### config.mk
export PLATFORM = sky130hd
export DESIGN_NAME = imem_fetch_ctrl
export DESIGN_NICKNAME = d
export VERILOG_FILES = /design/src/rtl/imem_fetch_ctrl.sv
export SDC_FILE = /design/constraint.sdc
export NUM_CORES = 1
export LEC_CHECK = 0
export ABC_AREA = 1
export BUFFER_PORTS_ARGS = -buffer_cell sky130_fd_sc_hd__buf_2
export CORE_AREA = 2 2 104 106
export CTS_BUF_LIST = sky130_fd_sc_hd__clkbuf_8
export DETAILED_ROUTE_END_ITERATION = 7
export DIE_AREA = 0 0 106 108
export GPL_TIMING_DRIVEN = 0
export PLACE_DENSITY = 0.81
export SETUP_SLACK_MARGIN = 0.15
export SKIP_LAST_GASP = 1
export SLEW_MARGIN = 20
export SYNTH_ARGS = -nofsm -noshare
export SYNTH_HDL_FRONTEND = slang
export SYNTH_SLANG_ARGS = --single-unit
### constraint.sdc
create_clock -name clk -period 2.4 [get_ports clk]
set_clock_uncertainty 0.2 [all_clocks]
set_input_delay 0.12 -clock clk [delete_from_list [all_inputs] [get_ports clk]]
set_output_delay 0.12 -clock clk [all_outputs]
set_load 0.03 [all_outputs]
### src/rtl/imem_fetch_ctrl.sv
// Instruction-memory sequencer: clears the memory, loads a program image,
// then fetches instruction/PC pairs for decode until a redirect or halt.
module imem_fetch_ctrl #(
  parameter int          DEPTH    = 64,
  parameter logic [31:0] RESET_PC = 32'h0
) (
  input  logic        clk,
  input  logic        rst,
  input  logic        load_valid,
  input  logic [31:0] load_data,
  input  logic        load_last,
  output logic        load_ready,
  output logic        mem_we,
  output logic [31:0] mem_waddr,
  output logic [31:0] mem_wdata,
  output logic [31:0] mem_raddr,
  input  logic [31:0] mem_rdata,
  input  logic        redirect_valid,
  input  logic [31:0] redirect_pc,
  output logic        if_valid,
  input  logic        if_ready,
  output logic [31:0] if_instr,
  output logic [31:0] if_pc,
  output logic        busy,
  output logic        err_misalign,
  output logic [1:0]  dbg_state
);

  localparam int          CW       = $clog2(DEPTH);
  localparam logic [CW-1:0] CNT_LAST = CW'(DEPTH - 1);
  localparam logic [31:0] PC_LIMIT = 32'(DEPTH * 4);
  localparam logic [31:0] PC_LAST  = 32'((DEPTH - 1) * 4);

  typedef enum logic [1:0] {S_CLEAR, S_LOAD, S_RUN, S_HALT} state_t;

  state_t        r_state, w_state_n;
  logic [CW-1:0] r_cnt, w_cnt_n;
  logic [31:0]   r_pc, w_pc_n;
  logic          r_err, w_err_n;
  logic          w_bad_align, w_out_of_range;

  // Handshakes: load accepts when load_valid & load_ready; decode takes an
  // instruction when if_valid & if_ready. Both complete on the rising edge.
  always_ff @(posedge clk) begin
    if (rst) begin
      r_state <= S_CLEAR;
      r_cnt   <= '0;
      r_pc    <= RESET_PC;
      r_err   <= 1'b0;
    end else begin
      r_state <= w_state_n;
      r_cnt   <= w_cnt_n;
      r_pc    <= w_pc_n;
      r_err   <= w_err_n;
    end
  end

  always_comb begin
    w_state_n      = r_state;
    w_cnt_n        = r_cnt;
    w_pc_n         = r_pc;
    w_err_n        = r_err;
    w_bad_align    = (redirect_pc[1:0] != 2'b00);
    w_out_of_range = (redirect_pc >= PC_LIMIT);

    load_ready = 1'b0;
    mem_we     = 1'b0;
    mem_waddr  = {{(30-CW){1'b0}}, r_cnt, 2'b00};
    mem_wdata  = 32'h0;
    mem_raddr  = r_pc;
    if_valid   = 1'b0;
    if_instr   = mem_rdata;
    if_pc      = r_pc;
    busy       = 1'b0;

    case (r_state)
      S_CLEAR: begin
        mem_we  = 1'b1;
        busy    = 1'b1;
        w_cnt_n = r_cnt + CW'(1);
        if (r_cnt == CNT_LAST) begin
          w_cnt_n   = '0;
          w_state_n = S_LOAD;
        end
      end
      S_LOAD: begin
        load_ready = 1'b1;
        busy       = 1'b1;
        mem_we     = load_valid;
        mem_wdata  = load_data;
        if (load_valid) begin
          w_cnt_n = r_cnt + CW'(1);
          // The memory is full after the last index, so loading ends there too.
          if (load_last || (r_cnt == CNT_LAST)) begin
            w_cnt_n   = '0;
            w_state_n = S_RUN;
            w_pc_n    = RESET_PC;
          end
        end
      end
      S_RUN: begin
        if_valid = !redirect_valid;
        if (redirect_valid) begin
          if (w_bad_align) begin
            w_err_n   = 1'b1;
            w_state_n = S_HALT;
          end else if (w_out_of_range) begin
            w_state_n = S_HALT;
          end else begin
            w_pc_n = redirect_pc;
          end
        end else if (if_ready) begin
          if (r_pc == PC_LAST) w_state_n = S_HALT;
          else                 w_pc_n    = r_pc + 32'd4;
        end
      end
      default: begin
        if (redirect_valid) begin
          if (w_bad_align) begin
            w_err_n = 1'b1;
          end else if (!w_out_of_range) begin
            w_pc_n    = redirect_pc;
            w_state_n = S_RUN;
          end
        end
      end
    endcase

    // Reset forces the interface quiet regardless of the registered state.
    if (rst) begin
      mem_we     = 1'b0;
      load_ready = 1'b0;
      if_valid   = 1'b0;
      busy       = 1'b1;
    end
  end

  assign err_misalign = r_err;
  assign dbg_state    = r_state;

endmodule
### After elaboration in Yosys (flattened, before gate mapping)

Cells that the tools add are included.

| word-level totals | value |
|---|---|
| register bits after elaboration | 41 |
| word-level logic and storage cells | 68 |

| cells by class | value |
|---|---|
| reduce and logical (&&, ||, !) cells | 12 |
| magnitude comparators | 1 |
| equal/unequal tests | 13 |
| add/subtract/negate cells | 2 |
| bitwise logic cells | 2 |
| multiplexer cells | 34 |

Operators with widths:

| cell | count |
|---|---|
| two-way mux 32 bit | 9 |
| case mux 32 bit (3 select lines) | 1 |
| adder 32 x 3 -> 32 bit (second input constant) | 1 |
| equality test 32 x 8 -> 1 bit (second input constant) | 1 |
| greater-or-equal comparator 32 x 9 -> 1 bit (second input constant) | 1 |
| two-way mux 2 bit | 11 |
| two-way mux 6 bit | 3 |
| case mux 6 bit (2 select lines) | 1 |
| != test 3 bit (second input constant) | 3 |
| AND reduction 9 bit | 1 |
| != test 4 x 1 -> 1 bit (second input constant) | 2 |
| two-way mux 1 bit | 7 |
| adder 6 x 1 -> 6 bit (second input constant) | 1 |
| equality test 6 bit (second input constant) | 1 |
| != test 2 bit (second input constant) | 3 |
| case mux 2 bit (3 select lines) | 1 |
| AND reduction 6 bit | 1 |
| != test 4 bit (second input constant) | 1 |
| nonzero test 2 bit | 2 |
| nonzero test 4 bit | 1 |
| AND reduction 3 bit | 1 |
| nonzero test 3 bit | 1 |
| equality test 2 x 1 -> 1 bit (second input constant) | 1 |
| equality test 2 bit (second input constant) | 1 |
| other kinds (7) | 8 |

### Logic depth before layout (Yosys ltp)

| depth | value |
|---|---|
| word-level depth | 5 |
| gate-level depth with buffers | 15 |
| gate-level depth less buffers | 14 |

### Least setup slack after synthesis

Ideal clock, no wire load.

| timing | value |
|---|---|
| path type | register -> register |
| start | register r_state[1] (netlist: dbg_state[1]) |
| end | register r_cnt[5] |
| clock period less this slack | 2.374 ns |
| cell stages (with the launch flop) | 12 |
| path slack | 0.026 ns |
| buffers on the path | 2 |
| arrival time | 2.096 ns |
| library setup time | 0.078 ns |
| cells stage by stage | dfxtp_1 -> inv_1 -> ha_1 -> buf_2 -> inv_1 -> nor2_1 -> or2_2 -> buf_2 -> nor3_1 -> nand2_1 -> xor2_1 -> nor3_1 |

| on the way | value |
|---|---|
| word-level cells in the longest chain between the ends | 3 |
| elaborated cells on any way between the ends | 6 |
| classes of those cells | eq/ne (2); mux (1); reduce/logical (3) |

Ends and longest elaborated chain:

| what | line | RTL |
|---|---|---|
| start, declared | 36 | `state_t r_state, w_state_n;` |
| start signal, assigned | 51 | `r_state <= w_state_n;` |
| equality test 2 x 1 -> 1 bit or zero test 2 bit (tied branches) | 76 | `case (r_state)` |
| != test 2 bit (no source line) or nonzero test 2 bit (tied branches) | -- |  |
| AND reduction 2 bit (no source line) | -- |  |
| end signal, assigned | 52 | `r_cnt <= w_cnt_n;` |
| end, declared | 37 | `logic [CW-1:0] r_cnt, w_cnt_n;` |

Parallel ways exist; a longest one is shown, timed or not.
A chain may end at the register's enable or synchronous reset.

### Worst setup path in the final report

| timing | value |
|---|---|
| start | register r_state[1] (netlist: dbg_state[1]) |
| end | register r_pc[3] (netlist: if_pc[3]) |

| on the way | value |
|---|---|
| word-level cells in the longest chain between the ends | 3 |
| elaborated cells on any way between the ends | 11 |
| classes of those cells | eq/ne (6); mux (1); bitwise (1); reduce/logical (3) |

Ends and longest elaborated chain:

| what | line | RTL |
|---|---|---|
| equality test 2 bit, or another cell as far along | 76 |  |
| != test 3 bit (no source line), or another cell as far along | -- |  |
| AND reduction 6 bit (no source line) | -- |  |
| end signal, assigned | 53 | `r_pc <= w_pc_n;` |
| end, declared | 38 | `logic [31:0] r_pc, w_pc_n;` |

Parallel ways exist; a longest one is shown, timed or not.

==> run metrics <==
number of nets in the layout=between 1000 and 1500; Post-Synthesis Cells=743; internal power=1.16 mW; hold depth=2; Congestion Overflow GR=0; worst-path maximum fanout=7; antenna-violating nets left=0; Period Utilization, post-route=0.909; layout cell share with drive strength beyond 1=0.392; Critical Path Sink Type=flop; Max VDD drop=about 0.23 mV; Filler cells=roughly 990; status=finished, violations left; largest net degree at the start of global routing=14; num rows=37; H-Tree Level Count=2; Pwr per Cell Area=between 200 and 300 nW/um^2; Synth async-reset ratio=0; register area share after synthesis=0.192; RSZ-0062 raised after global routing=yes; die span in x=roughly 110 um; dpl ws=-0.220 ns; first-pass GRT wire length=23800 um; critical path class=flop to flop; CP required=approximately 2.4 ns; commonest non-fill, non-tap cell in the layout=buf_2; relative slew slack=0.434; Vias/cell=around 4.8; Hold Slack=-0.0151 ns; Root Buffer Master=clkbuf_8; CTS Buf Count=5; GR Util All Layers=0.260; leakage power=approximately 3.4 nW; max cap viols=0; total length of routed wires=approximately 16000 um; clock period minus worst slack=2.18 ns; clock-pin slew on the worst setup and hold paths=0.09 ns; grt met1 use=0.313; Via Count=5495; met2 Usage GRT=0.456; Finish-stage setup viols=0; CTS tree=built; Comb pwr share=0.208; most frequent cells in the layout=212 x buf_2, 183 x nand2_1, 114 x buf_4; gr busiest metal=met2; Placer Congestion=about 1; R2R setup slack=~0.22 ns; Hold Vio Cnt, Final=1; clk_lat worst skew=roughly 0.30 ns; drt pass-1 iters=5; post-route setup TNS=0 ns; Yosys Warn Count=0; Layout area overhead=44.1%; worst-margin pin slew=0.849 ns; Post-synth EDFFs=0; clock network fraction of total power=0.373; Initial DRC Count=about 440; # clock sinks=41; Hold Crit Endpoint=if_pc[28]; core area=around 10000 sq um; violated checks=hold timing; Avg Cell Area, Syn=~5.7 sq um; Die Ht=about 110 um; Hold Crit Class=input pin to flop; Slew Limit Fails=0; Hold Path Origin=rst; IO Pins=269; Startpoint Class=flop; # DRC=0; Primary FF master, synth=dfxtp_1; effective utilization at floorplan=0.417; port bufs=208; vias in the first global route=slightly below 5000; switching share of power=0.291; GR Util met3=0.0555; Design Area, Final=6150 sq um; detailed placement HPWL=roughly 12000 um; switching pwr=about 0.47 mW; R2R depth=9; mapped cell area=approximately 4300 sq um; library cells used by synthesis=35; Wirelength per Cell=roughly 14 um; setup slack after layout=~0.22 ns; reg2reg start=dbg_state[1]; crit path DAT=about 2.1 ns; fmax=between 400 and 500 MHz; Placed Area=roughly 5600 sq um; Yosys reg bits=41; ant diodes=0; Max clock buf depth=2; reg2reg end=if_pc[3]; Die Footprint=approximately 11000 sq um; antenna violations before repair=0; Reg power frac=0.419
-- repair_timing --
| item | in CTS | in global routing |
|---|---|---|
| cloned | 0 | 2 |
| resized for setup | 18 | 40 |
| pin swaps | 5 | 8 |
| setup buffers | 12 | 10 |
| hold buffers | 5 | 0 |
| endpoints found under the hold margin | 4 | 0 |
| setup endpoints to repair | 33 | 62 |
-- cells by family after synthesis --
family                   after synthesis  share of synthesized area
other                                  1                   0.000878
AO/OA/AOI/OAI                         96                      0.125
adder cells (fa/ha/maj)                6                     0.0176
buffers and inverters                205                      0.268
AND/OR/NAND/NOR                      390                      0.388
flip-flops                            41                      0.192
XOR/XNOR                               4                    0.00821
-- through the flow --
step	std cells	total power, mW	util
2_1_floorplan	768	0.934	-
3_3_place_gp	1112	1.03	0.545
3_5_place_dp	1112	1.03	0.545
5_1_grt	1149	1.70	0.601
4_1_cts	1137	1.64	0.577
6_report	1149	1.63	0.601
-- layer usage --
layer	wire length, um	up-vias
li1	-	2755
met1	6170	2414
met2	7740	287
met3	1490	39
met4	458	0
met5	0	-
-- critical path: stages (launching register included) --
cell     delay [ns]
dfxtp_4        0.39
inv_4          0.05
ha_1           0.35
inv_1          0.12
nor2_2         0.20
nor2_4         0.10
nand2_1        0.20
inv_1          0.13
o21ai_0        0.21
a21oi_1        0.09
-- flip-flops by register name, summed over array words and instances, names as in the netlist --
name	flops
dbg_state	2
err_misalign	1
if_pc	32
r_cnt	6
-- power by group through the flow --
stage	Sequential, mW	Clock (mW)	Combinational (mW)
2_1_floorplan	0.712	0	0.222
3_3_place_gp	0.704	0	0.327
3_5_place_dp	0.704	0	0.329
4_1_cts	0.685	0.617	0.336
5_1_grt	0.685	0.658	0.361
6_report	0.684	0.609	0.340
-- Yosys cell counts (7+ instances only) --
library cell  instances  area share
dfxtp_1              41        0.19
nand2_1             183        0.16
o21ai_0              36       0.042
o21ai_2              11       0.023
nor3_1               22       0.026
buf_4                91        0.16
nand3_1              51       0.060
buf_2                 7      0.0082
inv_1                88       0.077
nand4_1               8       0.012
clkbuf_1              7      0.0062
nor2_1              110       0.097
a21oi_1              44       0.052
-- cell type report --
| class | count | area [sq um] | area share |
|---|---|---|---|
| well taps | 136 | 170 | 0.0277 |
| repair buffers | 237 | 1310 | 0.212 |
| clock buffers | 6 | 82.6 | 0.0134 |
| inverters | 94 | 374 | 0.0608 |
| plain buffers | 111 | 832 | 0.135 |
| clock inverters | 2 | 37.5 | 0.00610 |
| multi-input cells | 522 | 2510 | 0.408 |
| flip-flops and latches | 41 | 840 | 0.137 |
-- how the worst max path moves through the flow --
stage / cells after the start / endpoint / slack (ns) / startpoint
global placement: 9 / if_pc[4] / -0.17 / dbg_state[0]
detailed placement: 9 / if_pc[4] / -0.22 / dbg_state[0]
floorplan: 11 / r_cnt[5] / 0.18 / dbg_state[1]
global route: 9 / if_pc[11] / 0.12 / dbg_state[0]
CTS: 9 / if_pc[4] / 0.12 / dbg_state[0]
finish: 9 / if_pc[3] / 0.22 / dbg_state[1]
Note: power is estimated with default switching activity, not from simulation.
